`config.mk`:
```
export PLATFORM = sky130hd
export DESIGN_NAME = modulation_generator
export DESIGN_NICKNAME = d
export VERILOG_FILES = /design/src/rtl/modulation_generator.sv
export SDC_FILE = /design/constraint.sdc
export NUM_CORES = 1
export LEC_CHECK = 0
export ABC_AREA = 1
export CORE_MARGIN = 4
export CORE_UTILIZATION = 41
export CTS_BUF_LIST = sky130_fd_sc_hd__clkbuf_8
export DETAILED_ROUTE_END_ITERATION = 6
export GPL_TIMING_DRIVEN = 1
export HOLD_SLACK_MARGIN = 0.03
export PLACE_DENSITY = 0.89
export SLEW_MARGIN = 15
export SYNTH_ARGS = -nofsm -noshare
export SYNTH_HDL_FRONTEND = slang
export SYNTH_SLANG_ARGS = --single-unit
```
`constraint.sdc`:
```
create_clock -name clk -period 1.3 [get_ports clk]
set_clock_uncertainty 0.15 [all_clocks]
set_input_delay 0.13 -clock clk [delete_from_list [all_inputs] [get_ports clk]]
set_output_delay 0.13 -clock clk [all_outputs]
set_load 0.005 [all_outputs]
```
`src/rtl/modulation_generator.sv`:
```
// modulation_generator: ASK/BPSK/FSK/raw-LFSR 12-bit waveforms keyed by a 5-bit LFSR data source
// Ports: clk, rst_n (sync, active-low); sample_en strobe with carrier / carrier_fsk samples in;
//        registered ask, bpsk, fsk, lfsr_wave with out_valid pulse; lfsr_bit and bit_strobe out.
module modulation_generator #(
    parameter logic [4:0] LFSR_SEED       = 5'b00001,
    parameter int         SAMPLES_PER_BIT = 16
) (
    input  logic        clk,
    input  logic        rst_n,
    input  logic        sample_en,
    input  logic [11:0] carrier,
    input  logic [11:0] carrier_fsk,
    output logic [11:0] ask,
    output logic [11:0] bpsk,
    output logic [11:0] fsk,
    output logic [11:0] lfsr_wave,
    output logic        lfsr_bit,
    output logic        bit_strobe,
    output logic        out_valid
);
    localparam int              CW   = $clog2(SAMPLES_PER_BIT);
    localparam logic [4:0]      SEED = (LFSR_SEED == 5'd0) ? 5'd1 : LFSR_SEED;
    localparam logic [CW-1:0]   LAST = CW'(SAMPLES_PER_BIT - 1);
    logic [4:0]    q, q_nxt;
    logic [CW-1:0] cnt;
    logic          wrap, b;
    assign b        = q[0];
    assign lfsr_bit = q[0];
    // The all-zero state is reloaded unconditionally so the LFSR can never lock up.
    always_comb begin
        wrap  = sample_en && (cnt == LAST);
        q_nxt = (q == 5'd0) ? 5'd1 : wrap ? {q[3:0], q[4] ^ q[2]} : q;
    end
    // Mapping uses the bit before any same-edge advance, so the wrapping sample closes the old bit.
    always_ff @(posedge clk) begin
        if (!rst_n) begin
            q          <= SEED;
            cnt        <= '0;
            ask        <= 12'h800;
            bpsk       <= 12'h800;
            fsk        <= 12'h800;
            lfsr_wave  <= 12'h000;
            out_valid  <= 1'b0;
            bit_strobe <= 1'b0;
        end else begin
            q          <= q_nxt;
            out_valid  <= sample_en;
            bit_strobe <= wrap;
            if (sample_en) begin
                cnt       <= wrap ? '0 : cnt + CW'(1);
                ask       <= b ? carrier : 12'h800;
                bpsk      <= b ? carrier : ~carrier;
                fsk       <= b ? carrier_fsk : carrier;
                lfsr_wave <= b ? 12'hFFF : 12'h000;
            end
        end
    end
endmodule

```
==> results_dict.tcl, run 1 <==
set metrics [dict create \
    status "complete, no violations" \
    antenna_found_initial 0 \
    whs_path_depth 3 \
    clkLatencyLatePin_ns 0.30 \
    io_buffer_count 77 \
    worstPathRequired_ns 1.02 \
    crit_slowest_cell "dfxtp_4" \
    cts_inserted_buffers 5 \
    drv_slew 0 \
    ys_ff_latch 48 \
    drt_drc_violations_left 0 \
    rr_worst_depth 4 \
    layout_worst_path_cycle_share_pct 98.3 \
    die_h_um 78.6 \
    cp-start-kind "flip-flop" \
    setup_viol 0 \
    tritoncts "done" \
    die_area_sq_um 6180 \
    drtIter0Drc 102 \
    crit_arrival_ns 1.00 \
    max_freq_ghz 0.782 \
    rows 25 \
    layout-drive-gt1-share_pct 19.9 \
    final_nets 371 \
    pin_count 78 \
    vias 2000 \
    ys_types 18 \
    grt.total_usage_pct 18.6 \
    die_w_um 78.6 \
    finalPower_w 0.00298 \
    cellPowerDensity_nw_per_um2 1000 \
    combPwrFrac_pct 16.3 \
    p_clk_share_pct 29.8 \
    peakVddDrop_mv 0.836 \
    synthesis.nets 291 \
    rr_startpoint "q[0]$_SDFFE_PP1P_" \
    crit_buf_inv 2 \
    tightest_slew_ns 0.273 \
    synth_edf_count 0 \
    clkTransAtPathRegs_ns 0.09 \
    p_leak_nw 1.37 \
    yosysSeqAreaShare_pct 47.0 \
    cts_root_buf "clkbuf_8" \
    fillers 390 \
    critPathKind "reg2out" \
    syn_inst 251 \
    fin_setup_tns_ns 0 \
    cts.sinks 48 \
    hold_violations 0 \
    async_flop_share_pct 0 \
    rsz0062_at_grt "no" \
    synth_flop_cell "dfxtp_1" \
    grt_first_pass_wirelength_um 9250 \
    min_from "carrier[7]" \
    antenna_cells 0 \
    overflow 0 \
    critPathMaxStageDelay_ns 0.36 \
    slew-limit-headroom_pct 81.8 \
    grt_start_max_net_pins 27 \
    initial_utilization_pct 42.7 \
    switchingPower_w 0.000770 \
    wire_per_inst_um 13.8 \
    synth_area_sq_um 2040 \
    crit_family "flip-flops" \
    avgSynthCellArea_sq_um 8.14 \
    yosys_warnings 0 \
    holdPathEnd "fsk[7]$_SDFFE_PN0P_" \
    seq_power_share_pct 53.9 \
    first_pass_iters 4 \
    via_per_inst 5.01 \
    maxCapViolations 0 \
    min_path_type "in2reg" \
    rr_endpoint "bpsk[11]$_SDFFE_PN1P_" \
    cp_max_fo 4 \
    hpwl_um 3920 \
    path_cells "buf_4 > clkdlybuf4s15_1" \
    intPower_w 0.00221 \
    clockBufferDepth 2 \
    grt_pass1_vias 2006 \
    routabilityCongestion 0.801 \
    htreeDepth 2 \
    r2r_slack_ns 0.09 \
    ant_nets 0 \
    area_growth_pct 45.1 \
    wirelength_um 5520 \
    crit_path_end_kind "output pin" \
    sw_frac_of_total_pct 25.9 \
    coreArea_sq_um 4790 \
    layout_min_cycle_time_ns 1.28 \
]
[how the worst max path moves through the flow]
| stage | startpoint | endpoint | slack [ns] | cells after the start |
|---|---|---|---|---|
| finish | lfsr_wave[10]$_SDFFE_PN0P_ | lfsr_wave[7] | 0.02 | 2 |
| global placement | sample_en | bpsk[1]$_SDFFE_PN0P_ | -0.12 | 5 |
| floorplan | q[0]$_SDFFE_PP1P_ | bpsk[11]$_SDFFE_PN1P_ | 0.14 | 3 |
| detailed placement | sample_en | bpsk[0]$_SDFFE_PN0P_ | -0.17 | 5 |
| CTS | lfsr_wave[10]$_SDFFE_PN0P_ | lfsr_wave[0] | 0.005 | 2 |
| global route | lfsr_wave[10]$_SDFFE_PN0P_ | lfsr_wave[7] | 0.001 | 2 |
[registers in the layout, summed over array words and instances, names as in the netlist]
name and flops:
ask 12, bpsk 12, fsk 12, q 5
cnt 4, bit_strobe 1, lfsr_wave 1, out_valid 1
[area by class of cell]
| class | instances | area [sq um] | area share (%) |
|---|---|---|---|
| Sequential cell | 48 | 986 | 33.2 |
| Multi-Input combinational cell | 167 | 895 | 30.2 |
| Timing Repair Buffer | 98 | 870 | 29.3 |
| Tap cell | 67 | 83.8 | 2.83 |
| Clock buffer | 5 | 68.8 | 2.32 |
| Inverter | 11 | 43.8 | 1.48 |
| Clock inverter | 3 | 18.8 | 0.633 |
[timing repair]
| action | 4_1_cts | 5_1_grt |
|---|---|---|
| hold buffers | 0 | 0 |
| endpoints found under the hold margin | 0 | 0 |
| gates resized for setup | 85 | 15 |
| endpoints found under the setup margin | 53 | 14 |
| buffers inserted | 7 | 0 |
| pin swaps | 0 | 0 |
[synth_stat cells (2+ instances only)]
cell type,number,area (sq um)
dfxtp_1,48,961
a21oi_1,41,205
o21ai_0,38,190
nand2_1,36,135
nor2_1,30,113
buf_4,16,120
ha_1,13,163
buf_2,8,40.0
inv_1,8,30.0
o21ai_1,3,15.0
inv_2,2,7.51
nand3_1,2,10.0
[power groups by stage]
stage | Clock [W] | Combinational (W) | Sequential, W
floorplan | 0 | 0.000203 | 0.00164
global placement | 0 | 0.000523 | 0.00164
detailed placement | 0 | 0.000538 | 0.00164
CTS | 0.000911 | 0.000499 | 0.00160
global route | 0.000978 | 0.000540 | 0.00162
finish | 0.000886 | 0.000485 | 0.00161
[logic make-up after synthesis]
| group | Yosys count | synth area share (%) |
|---|---|---|
| AOI/OAI and AO/OA | 83 | 20.5 |
| adders and majority gates | 13 | 7.96 |
| buffers and inverters | 36 | 10.5 |
| DFF | 48 | 47.0 |
| and+or+nand+nor | 71 | 14.0 |
[layer usage]
| layer | vias to the layer above | GRT usage (%) | wire length (um) |
|---|---|---|---|
| met2 | 74 | 31.4 | 2720 |
| met3 | 8 | 7.22 | 479 |
| met4 | 0 | 4.90 | 75 |
| met5 | - | 0 | 0 |
| li1 | 983 | - | - |
| met1 | 935 | 22.0 | 2250 |
[metrics by stage]
stage,util [%],hold WS (ns),setup WS (ns),cell area [sq um],instances
6_report,62.0,0.266,0.0216,2970,399
5_1_grt,62.0,0.270,0.00143,2970,399
4_1_cts,62.9,0.253,0.00477,3010,399
3_5_place_dp,60.1,0.304,-0.169,2880,385
3_3_place_gp,60.1,0.297,-0.117,2880,385
2_1_floorplan,-,0.126,0.137,2040,251
[worst register-to-register path: cells and delay by family (launching register included)]
| kind | cells | cell delay [ns] |
|---|---|---|
| buffers and inverters | 1 | 0.16 |
| AND/OR/NAND/NOR | 2 | 0.14 |
| flip-flops | 1 | 0.39 |
| adder cells (fa/ha/maj) | 1 | 0.28 |
[placed cells by master, fill, tap and decap left out, types with 2 or more instances in the layout]
cell type and instances:
buf_12 3, o21ai_0 38, dfxtp_1 32, buf_4 17, clkbuf_8 5, clkdlybuf4s50_1 26
nand2_1 36, clkbuf_2 11, dfxtp_4 2, o21ai_1 3, nand2_4 2, nor2_1 30
clkinv_2 2, a21oi_1 39, a21oi_2 2, ha_1 11, nand3_1 2, dlygate4sd2_1 39
inv_1 8, dfxtp_2 14, inv_2 2
No activity file was read; power rests on OpenSTA's default activity.
==> run 2: changes to the inputs <==
--- a/config.mk
+++ b/config.mk
@@ -7,12 +7,13 @@
 export LEC_CHECK = 0
 export ABC_AREA = 1
 export CORE_MARGIN = 4
-export CORE_UTILIZATION = 41
+export CORE_UTILIZATION = 45
 export CTS_BUF_LIST = sky130_fd_sc_hd__clkbuf_8
 export DETAILED_ROUTE_END_ITERATION = 6
 export GPL_TIMING_DRIVEN = 1
 export HOLD_SLACK_MARGIN = 0.03
-export PLACE_DENSITY = 0.89
+export PLACE_DENSITY = 0.93
+export REMOVE_ABC_BUFFERS = 1
 export SLEW_MARGIN = 15
 export SYNTH_ARGS = -nofsm -noshare
 export SYNTH_HDL_FRONTEND = slang
==> constraint.sdc (replaced) <==
create_clock -name clk -period 1.4 [get_ports clk]
set_clock_uncertainty 0.15 [all_clocks]
set_input_delay 0.14 -clock clk [delete_from_list [all_inputs] [get_ports clk]]
set_output_delay 0.14 -clock clk [all_outputs]
set_load 0.005 [all_outputs]
==> run 2 against run 1 <==
Net effect:
- flip-flop and latch count did not move
- register-to-register slack worse by 0.03 ns
- wire length down 1.0%
- non-clock buffer count shrank 10
- worst hold slack worse by 0.16 ns
- via count fell by 2.2%
- cell area down 4.2%
- setup slack better by 0.036 ns
- utilization is 2.9 points higher
- sequential power shrank 7%
- final cell count shrank 7.0%
- sequential share of layout area is 1.1 points higher
- critical path type is now reg2reg
- highest routed layer unchanged
==> results_dict.tcl, run 2 (synthesis gave the netlist of run 1 again) <==
set metrics [dict create \
    rr_endpoint "bpsk[10]$_SDFFE_PN0P_" \
    p_clk_share_pct 28.1 \
    holdBufCountCts 0 \
    grt_pass1_vias 1996 \
    tightest_slew_ns 0.315 \
    die_area_sq_um 5680 \
    clockBufferDepth 2 \
    setup_viol 0 \
    finalPower_w 0.00265 \
    crit_arrival_ns 1.42 \
    cts_root_buf "clkbuf_8" \
    status "complete, no violations" \
    pin_count 78 \
    cp-start-kind "flip-flop" \
    clkTransAtPathRegs_ns 0.08 \
    path_cells "buf_4 > buf_4 > ha_1 > a21oi_1" \
    stdcell_area_sq_um 2840 \
    crit_buf_inv 2 \
    ant_nets 0 \
    min_from "sample_en" \
    die_w_um 75.4 \
    final_core_util_pct 64.8 \
    rsz0062_at_grt "no" \
    critPathMostFrequentCell "buf_4" \
    antenna_cells 0 \
    clkLatencyLatePin_ns 0.30 \
    p_leak_nw 1.33 \
    final_nets 361 \
    coreArea_sq_um 4380 \
    layout_common_cells "dlygate4sd2_1 (49), a21oi_1 (41), dfxtp_1 (39)" \
    intPower_w 0.00200 \
    worstPathRequired_ns 1.47 \
    drt_drc_violations_left 0 \
    pre_cts_slack_ns -0.0204 \
    cts.sinks 48 \
    max_freq_ghz 0.745 \
    peakVddDrop_mv 0.778 \
    seq_power_share_pct 56.3 \
    rr_worst_depth 4 \
    io_buffer_count 77 \
    combPwrFrac_pct 15.7 \
    crit_family "flip-flops" \
    vias 1957 \
    initial_utilization_pct 46.6 \
    hold_violations 0 \
    layout_worst_path_cycle_share_pct 95.9 \
    rr_startpoint "q[0]$_SDFFE_PP1P_" \
    drtIter0Drc 75 \
    layout-drive-gt1-share_pct 10.0 \
    placed_area_sq_um 2800 \
    wire_per_inst_um 14.7 \
    crit_path_end_kind "flip-flop" \
    fin_setup_tns_ns 0 \
    cellPowerDensity_nw_per_um2 932 \
    routabilityCongestion 0.793 \
    overflow 0 \
    maxCapViolations 0 \
    top_regs "ask (12), bpsk (12), fsk (12)" \
    slew-limit-headroom_pct 79.0 \
    grt.total_usage_pct 20.6 \
    hpwl_um 3780 \
    critPathMaxStageDelay_ns 0.36 \
    crit_slowest_cell "dfxtp_4" \
    layout_min_cycle_time_ns 1.34 \
    min_path_type "in2reg" \
    switchingPower_w 0.000650 \
    r2r_slack_ns 0.06 \
    cp_max_fo 7 \
    tritoncts "done" \
    via_per_inst 5.27 \
    antenna_found_initial 0 \
    htreeDepth 2 \
    crit_start "q[0]$_SDFFE_PP1P_" \
    final.setup.worst_slack_ns 0.0573 \
    rows 24 \
    holdPathEnd "cnt[0]$_SDFFE_PN0P_" \
    die_h_um 75.4 \
    whs_path_depth 3 \
    wirelength_um 5470 \
    critPathKind "reg2reg" \
    first_pass_iters 4 \
    cts_inserted_buffers 5 \
    grt_first_pass_wirelength_um 8830 \
    layout_commonest_cell "dlygate4sd2_1" \
    grt_start_max_net_pins 27 \
    area_growth_pct 39.1 \
    drv_slew 0 \
    sw_frac_of_total_pct 24.6 \
]
## run 2: final cells by class
cell class | count | area [sq um]
Fill cell | 382 | 1540
Sequential cell | 48 | 977
Multi-Input combinational cell | 167 | 867
Timing Repair Buffer | 88 | 817
Clock buffer | 5 | 68.8
Tap cell | 52 | 65.1
Inverter | 11 | 46.3
## run 2: metal layers
layer,GRT usage [%],share of wire (%)
met4,10.1,2.7
met1,21.5,37
met2,36.8,50
met3,6.86,11
met5,0,0
## run 2: how the worst max path moves through the flow
stage / endpoint / slack [ns] / depth (start not counted)
after CTS: bit_strobe / 0.001 / 1
after detailed placement: lfsr_wave[3] / -0.02 / 1
after floorplan: bpsk[11]$_SDFFE_PN1P_ / -0.12 / 3
after global routing: bpsk[11]$_SDFFE_PN1P_ / 0.004 / 5
final: bpsk[10]$_SDFFE_PN0P_ / 0.06 / 4
after global placement: fsk[11]$_SDFFE_PN1P_ / 0.02 / 5
## run 2: tightest hold or removal path: stages
cell	delay, ns
buf_2	0.20
nand2_1	0.11
a21oi_1	0.05
## run 2: repair_timing
item / CTS / global route
cloned: 0 / 0
setup buffers: 1 / 0
resized for setup: 60 / 4
pin swaps: 0 / 0
endpoints found under the setup margin: 49 / 4
## run 2: stage by stage
stage | hold WS [ns] | std cells
5_1_grt | 0.119 | 371
6_report | 0.103 | 371
3_5_place_dp | 0.309 | 365
4_1_cts | 0.0878 | 371
3_3_place_gp | 0.304 | 365
2_1_floorplan | 0.0741 | 226
## run 2: power groups by stage
| stage | Clock (W) | Combinational (W) | Sequential (W) |
|---|---|---|---|
| after floorplan | 0 | 0.000115 | 0.00153 |
| after global placement | 0 | 0.000465 | 0.00152 |
| after detailed placement | 0 | 0.000479 | 0.00152 |
| after CTS | 0.000761 | 0.000419 | 0.00149 |
| after global routing | 0.000811 | 0.000460 | 0.00150 |
| final | 0.000743 | 0.000415 | 0.00149 |
